## src/rtl/sd_cmd_engine.sv

```systemverilog
// sd_cmd_engine: frames an SD SPI-mode command (index + argument + CRC byte),
// pushes it byte-by-byte through spi_controller, polls for R1 with 0xFF bytes,
// then clocks one trailing 0xFF with the card deselected.
// Optional feature macro: SD_CRC7_EN (computed CRC7 instead of fixed CRC byte).
module sd_cmd_engine #(
   parameter int unsigned MAX_POLL = 8
) (
   input  logic        clk,
   input  logic        rst_n,
   input  logic        start,
   input  logic [5:0]  cmd_index,
   input  logic [31:0] cmd_arg,
   output logic        busy,
   output logic        done,
   output logic [7:0]  r1,
   output logic        timeout,
   output logic        cs_n,
   output logic        spi_execute,
   output logic [7:0]  spi_out_word,
   input  logic [7:0]  spi_in_word,
   input  logic        spi_finished
);

   localparam int unsigned IDX_W  = 6;
   localparam int unsigned ARG_W  = 32;
   localparam int unsigned BYTE_W = 8;
   localparam int unsigned CNT_W  = 3;
   localparam int unsigned POLL_W = 8;

   typedef enum logic [2:0] {IDLE, SEND, POLL, TRAIL, FIN} state_t;

   state_t              state_q, state_d;
   logic [CNT_W-1:0]    byte_cnt_q, byte_cnt_d;
   logic [POLL_W-1:0]   poll_cnt_q, poll_cnt_d, poll_inc;
   logic [IDX_W-1:0]    idx_q, idx_d;
   logic [ARG_W-1:0]    arg_q, arg_d;
   logic [BYTE_W-1:0]   r1_d, word_d;
   logic                timeout_d, busy_d, done_d, cs_n_d, exec_d;

`ifdef SD_CRC7_EN
   // Bit-serial CRC7 (x^7+x^3+1, init 0) over the first five frame bytes, MSB first.
   function automatic logic [6:0] crc7(input logic [39:0] data);
      logic [6:0] crc;
      logic       fb;
      crc = 7'd0;
      for (int i = 39; i >= 0; i--) begin
         fb  = data[i] ^ crc[6];
         crc = {crc[5:0], 1'b0};
         if (fb) crc = crc ^ 7'h09;
      end
      return crc;
   endfunction
`endif

   // Final frame byte: CRC in bits [7:1], end bit set.
   function automatic logic [BYTE_W-1:0] crc_byte(input logic [IDX_W-1:0] idx,
                                                  input logic [ARG_W-1:0] arg);
`ifdef SD_CRC7_EN
      return {crc7({2'b01, idx, arg}), 1'b1};
`else
      logic [ARG_W-1:0] unused_arg;
      unused_arg = arg;
      if (idx == IDX_W'(0))      return 8'h95;
      else if (idx == IDX_W'(8)) return 8'h87;
      else                       return 8'h01;
`endif
   endfunction

   // Frame byte n of the 6-byte command frame.
   function automatic logic [BYTE_W-1:0] frame_byte(input logic [IDX_W-1:0] idx,
                                                    input logic [ARG_W-1:0] arg,
                                                    input logic [CNT_W-1:0] n);
      case (n)
         3'd0:    return {2'b01, idx};
         3'd1:    return arg[31:24];
         3'd2:    return arg[23:16];
         3'd3:    return arg[15:8];
         3'd4:    return arg[7:0];
         default: return crc_byte(idx, arg);
      endcase
   endfunction

   // State, counters, captured command and registered outputs.
   always_ff @(posedge clk or negedge rst_n) begin
      if (!rst_n) begin
         state_q      <= IDLE;
         byte_cnt_q   <= '0;
         poll_cnt_q   <= '0;
         idx_q        <= '0;
         arg_q        <= '0;
         r1           <= 8'hFF;
         timeout      <= 1'b0;
         busy         <= 1'b0;
         done         <= 1'b0;
         cs_n         <= 1'b1;
         spi_execute  <= 1'b0;
         spi_out_word <= 8'hFF;
      end else begin
         state_q      <= state_d;
         byte_cnt_q   <= byte_cnt_d;
         poll_cnt_q   <= poll_cnt_d;
         idx_q        <= idx_d;
         arg_q        <= arg_d;
         r1           <= r1_d;
         timeout      <= timeout_d;
         busy         <= busy_d;
         done         <= done_d;
         cs_n         <= cs_n_d;
         spi_execute  <= exec_d;
         spi_out_word <= word_d;
      end
   end

   // Next-state and next-output logic; each spi_finished immediately schedules the next byte.
   always_comb begin
      state_d    = state_q;
      byte_cnt_d = byte_cnt_q;
      poll_cnt_d = poll_cnt_q;
      idx_d      = idx_q;
      arg_d      = arg_q;
      r1_d       = r1;
      timeout_d  = timeout;
      busy_d     = busy;
      done_d     = 1'b0;
      cs_n_d     = cs_n;
      exec_d     = 1'b0;
      word_d     = spi_out_word;
      poll_inc   = poll_cnt_q + POLL_W'(1);

      case (state_q)
         IDLE: begin
            if (start) begin
               idx_d      = cmd_index;
               arg_d      = cmd_arg;
               timeout_d  = 1'b0;
               byte_cnt_d = '0;
               poll_cnt_d = '0;
               busy_d     = 1'b1;
               cs_n_d     = 1'b0;
               exec_d     = 1'b1;
               word_d     = frame_byte(cmd_index, cmd_arg, CNT_W'(0));
               state_d    = SEND;
            end
         end
         SEND: begin
            if (spi_finished) begin
               exec_d = 1'b1;
               if (byte_cnt_q == CNT_W'(5)) begin
                  word_d  = 8'hFF;
                  state_d = POLL;
               end else begin
                  byte_cnt_d = byte_cnt_q + CNT_W'(1);
                  word_d     = frame_byte(idx_q, arg_q, byte_cnt_q + CNT_W'(1));
               end
            end
         end
         POLL: begin
            if (spi_finished) begin
               poll_cnt_d = poll_inc;
               exec_d     = 1'b1;
               word_d     = 8'hFF;
               if (!spi_in_word[7]) begin
                  r1_d    = spi_in_word;
                  cs_n_d  = 1'b1;
                  state_d = TRAIL;
               end else if (poll_inc == POLL_W'(MAX_POLL)) begin
                  r1_d      = 8'hFF;
                  timeout_d = 1'b1;
                  cs_n_d    = 1'b1;
                  state_d   = TRAIL;
               end
            end
         end
         TRAIL: begin
            if (spi_finished) begin
               done_d  = 1'b1;
               busy_d  = 1'b0;
               state_d = FIN;
            end
         end
         FIN: begin
            state_d = IDLE;
         end
         default: state_d = IDLE;
      endcase
   end

endmodule

```

## config.mk

```make
export PLATFORM = sky130hd
export DESIGN_NAME = sd_cmd_engine
export DESIGN_NICKNAME = d
export VERILOG_FILES = /design/src/rtl/sd_cmd_engine.sv
export SDC_FILE = /design/constraint.sdc
export NUM_CORES = 1
export LEC_CHECK = 0
export BUFFER_PORTS_ARGS = -buffer_cell sky130_fd_sc_hd__clkbuf_2
export CAP_MARGIN = 20
export CORE_MARGIN = 4
export CORE_UTILIZATION = 50
export DETAILED_ROUTE_END_ITERATION = 10
export PLACE_DENSITY = 0.76
export SETUP_SLACK_MARGIN = 0.3
export SLEW_MARGIN = 20
export SYNTH_ARGS = -nofsm -noshare
export SYNTH_HDL_FRONTEND = slang
export SYNTH_SLANG_ARGS = --single-unit
```

## constraint.sdc

```tcl
create_clock -name clk -period 2.29 [get_ports clk]
set_input_delay 0.1145 -clock clk [delete_from_list [all_inputs] [get_ports clk]]
set_output_delay 0.1145 -clock clk [all_outputs]
set_load 0.005 [all_outputs]
```

==> results.md <==
- Antenna Cells: 0
- Crit path launch: poll_cnt_q[1]
- Post-Layout Cell Count: 631
- CP arrival: 2.43 ns
- IO Count: 71
- TritonCTS Buffers: 9
- Hold Crit Class: in2reg
- DR pass1 iterations: 5
- Final TNS setup: 0 ns
- Die width: 92.3 microns
- Port bufs: 70
- Pwr Total: 5.57 mW
- DP Area: 0.00407 sq mm
- Netlist cell types: 55
- Initial antenna violation count: 0
- Largest net degree at the start of global routing: 44
- Insertion delay to the later sink of the worst-skew pair: 0.35 ns
- Via count: 3435
- Row cnt: 30
- R2R depth: 7
- DIE AREA: 0.00853 sq mm
- Minimum clock period: 2.15 ns
- Top post-synthesis cells by count: nand2_1 (141), dfrtp_1 (56), o21ai_0 (28)
- Fin. max-slew vios: 0
- R2r setup slk: 0.14 ns
- Mux cell area share after synthesis: 0.563%
- Largest area contributor in the netlist: dfrtp_1
- Hold Fails Final Rpt: 0
- CP endpoint kind: flop
- Drt drc: 0
- CTS Buffer Depth: 2
- First-pass GRT wire length: 16.9 mm
- Period utilization: 93.9%
- M3 GR Usage: 5.04%
- GRT Overall Usage: 24.6%
- Vias in the first global route: 3386
- Post-Syn Area per Cell: 8.96 sq um
- Final wirelength: 10.1 mm
- Sequential share of the synthesized area: 52.0%
- Flops & latches, synth: 73
- Core area: 0.00687 sq mm
- Crit path kind: reg2reg
- H-Tree Depth: 3
- Synth async-reset ratio: 100%
- Synth Area in Simple Gates: 24.6%
- Gp weighted congestion: 0.936
- Initial Util: 51.8%
- Met2 GRT Util: 41.1%
- TritonCTS clock tree: yes
- Max-cap violations: 0
- Crit path max fanout: 3
- Vias per cell: 5.44
- DR WL/cell: 16.0 microns
- Multi-input logic area: 0.00176 sq mm
- Cell Pwr Density: 1110 mW/mm^2
- Die height: 92.3 microns
- Largest family of logic cells by synthesized area: simple AND/OR/NAND/NOR gates
- Share of post-route cells with drive strength above 1: 32.3%
- Max_slew headroom: 65.2%
- Synth Area in Compound Gates: 16.9%
- CTS sink cnt: 73
- FMAX: 465 MHz
- Required time worst endpoint: 2.57 ns
- Global route hottest layer: met2
- CTS root buffer: clkbuf_8
- Startpoint Class: flop
- Adder-Cell Fraction of Synth Area: 2.46%
- Final Instance Area: 0.00500 sq mm
- Synthesized area: 0.00356 sq mm
- Clock transition at path regs: 0.08 ns
- Number of instances in the placed design: 552
- Synth Instances: 397
- Top cells by area, synth: dfrtp_1 (39%), nand2_1 (15%), dfstp_2 (13%)
- Main synth FF type: dfrtp_1
- Critical path, cell by cell: ha_4 > xor2_1 > or4_1 > a221o_1 > buf_4 > a21o_2 > a21oi_2
- Fillcell total: 485
- Post-route ant nets: 0
- Post-synth EDFFs: 0
- # setup viols final: 0
- Post-DP HPWL: 6.46 mm
- Status: finished, final reports clean
- Clk_skew: 0.00921 ns
- Critical path endpoint: state_q[0]
- Xor and xnor fraction of the mapped netlist area: 0.492%
- Sequential cell area: 0.00186 sq mm
- Setup ws final: 0.139 ns
- Unrepaired setup endpoints after global routing: true
- Worst r2r src: poll_cnt_q[1]
- DP Worst Slack: 0.108 ns
- Worst vdd ir: 0.642 mV
- Gr ovfl total: 0
- DRT iter0 DRCs: 260
- Pleak: 2.40 nW
- GR Util met1: 31.0%
- Syn nets: 454
- Post-synth top area share: 39.4%
- Area Growth Syn to Fin: 40.7%
- Yosys warning total: 0
- Crit Reg-Reg Endpoint: state_q[0]
- Count leader, synth: nand2_1
- Worst path max stage delay: 0.45 ns
- Fin nets: 587
- Slowest-stage cell, CP: dfrtp_2
- Actual slew at the worst max-slew pin: 0.522 ns
sequential cells by signal, summed over array words and instances (netlist names):
name and count:
poll_cnt_q 8, r1 8, state_q 3, byte_cnt_q 3, done 1, spi_out_word 8, cs_n 1, spi_execute 1
arg_q 32, timeout 1, idx_q 6, busy 1
per-stage QoR:
step                      utilization, %  hold slack (ns)
final                               72.9           0.0146
after global routing                72.9           0.0309
after CTS                           70.6         0.000672
after detailed placement            59.2            0.116
after global placement              59.2            0.113
after floorplan                        -           -0.181
per-layer routing:
metal	vias to the layer above	routed length (microns)
li1	1636	-
met1	1645	4120
met2	122	5070
met3	32	533
met4	0	353
met5	-	0
cells by family after synthesis:
kind of cell / Yosys count
compound gates: 85
xor+xnor: 2
fa+ha+maj: 7
buf+inv: 29
flops: 73
mux: 2
simple gates: 199
area by class of cell:
type                       count  share of cell area, %
sequential                    73                   37.1
tap                           96                   2.40
multi-input combinational    295                   35.1
timing repair buffer         145                   21.2
inverter                       6                  0.450
clock buffer                  10                   2.75
clock inverter                 6                   1.00
power by group:
part	internal, mW	total, mW	switching, mW
Clock	0.433	0.943	0.509
Sequential	1.85	2.25	0.403
Combinational	1.13	2.38	1.25
Total	3.41	5.57	2.16
worst min-delay path by stage:
| stage | start | endpoint | cells past startpoint |
|---|---|---|---|
| 6_report | cmd_index[1] | idx_q[1] | 3 |
| 5_1_grt | spi_in_word[2] | r1[2] | 2 |
| 4_1_cts | spi_in_word[4] | r1[4] | 2 |
| 3_5_place_dp | rst_n | poll_cnt_q[2] | 1 |
| 3_3_place_gp | rst_n | timeout | 1 |
| 2_1_floorplan | rst_n | arg_q[0] | 0 |
cell usage in the layout, fill, tap and decap left out, drive strengths merged, types with 2 or more instances in the layout:
| master | count |
|---|---|
| inv | 8 |
| dfstp | 17 |
| dlygate4sd3 | 43 |
| nor2b | 2 |
| clkbuf | 79 |
| a2111oi | 2 |
| o21ai | 28 |
| dfrtp | 56 |
| a221o | 3 |
| nand3 | 12 |
| o31ai | 3 |
| clkinv | 2 |
| a221oi | 3 |
| o22a | 7 |
| a21o | 3 |
| ha | 7 |
| nand2 | 141 |
| buf | 33 |
| clkinvlp | 2 |
| and3 | 3 |
| a22oi | 7 |
| nor3 | 2 |
| mux2i | 2 |
| a22o | 6 |
| a31oi | 4 |
| nor4b | 2 |
| or4 | 2 |
| nand2b | 2 |
| nor2 | 23 |
| a21oi | 7 |
what timing repair did:
item | CTS | global route
buffers inserted | 11 | 9
hold buffers | 43 | 0
pin swaps | 12 | 13
setup endpoints to repair | 17 | 20
hold endpoints to repair | 54 | 0
resized for setup | 18 | 26
critical path, delay by kind of cell, from the launching register on:
| family | cells | cell delay [ns] |
|---|---|---|
| AO/OA/AOI/OAI | 3 | 0.73 |
| flip-flops | 1 | 0.45 |
| AND/OR/NAND/NOR | 1 | 0.43 |
| adder cells (fa/ha/maj) | 1 | 0.17 |
| buffers and inverters | 1 | 0.16 |
| XOR/XNOR | 1 | 0.14 |
(Power assumes the default switching activity.)
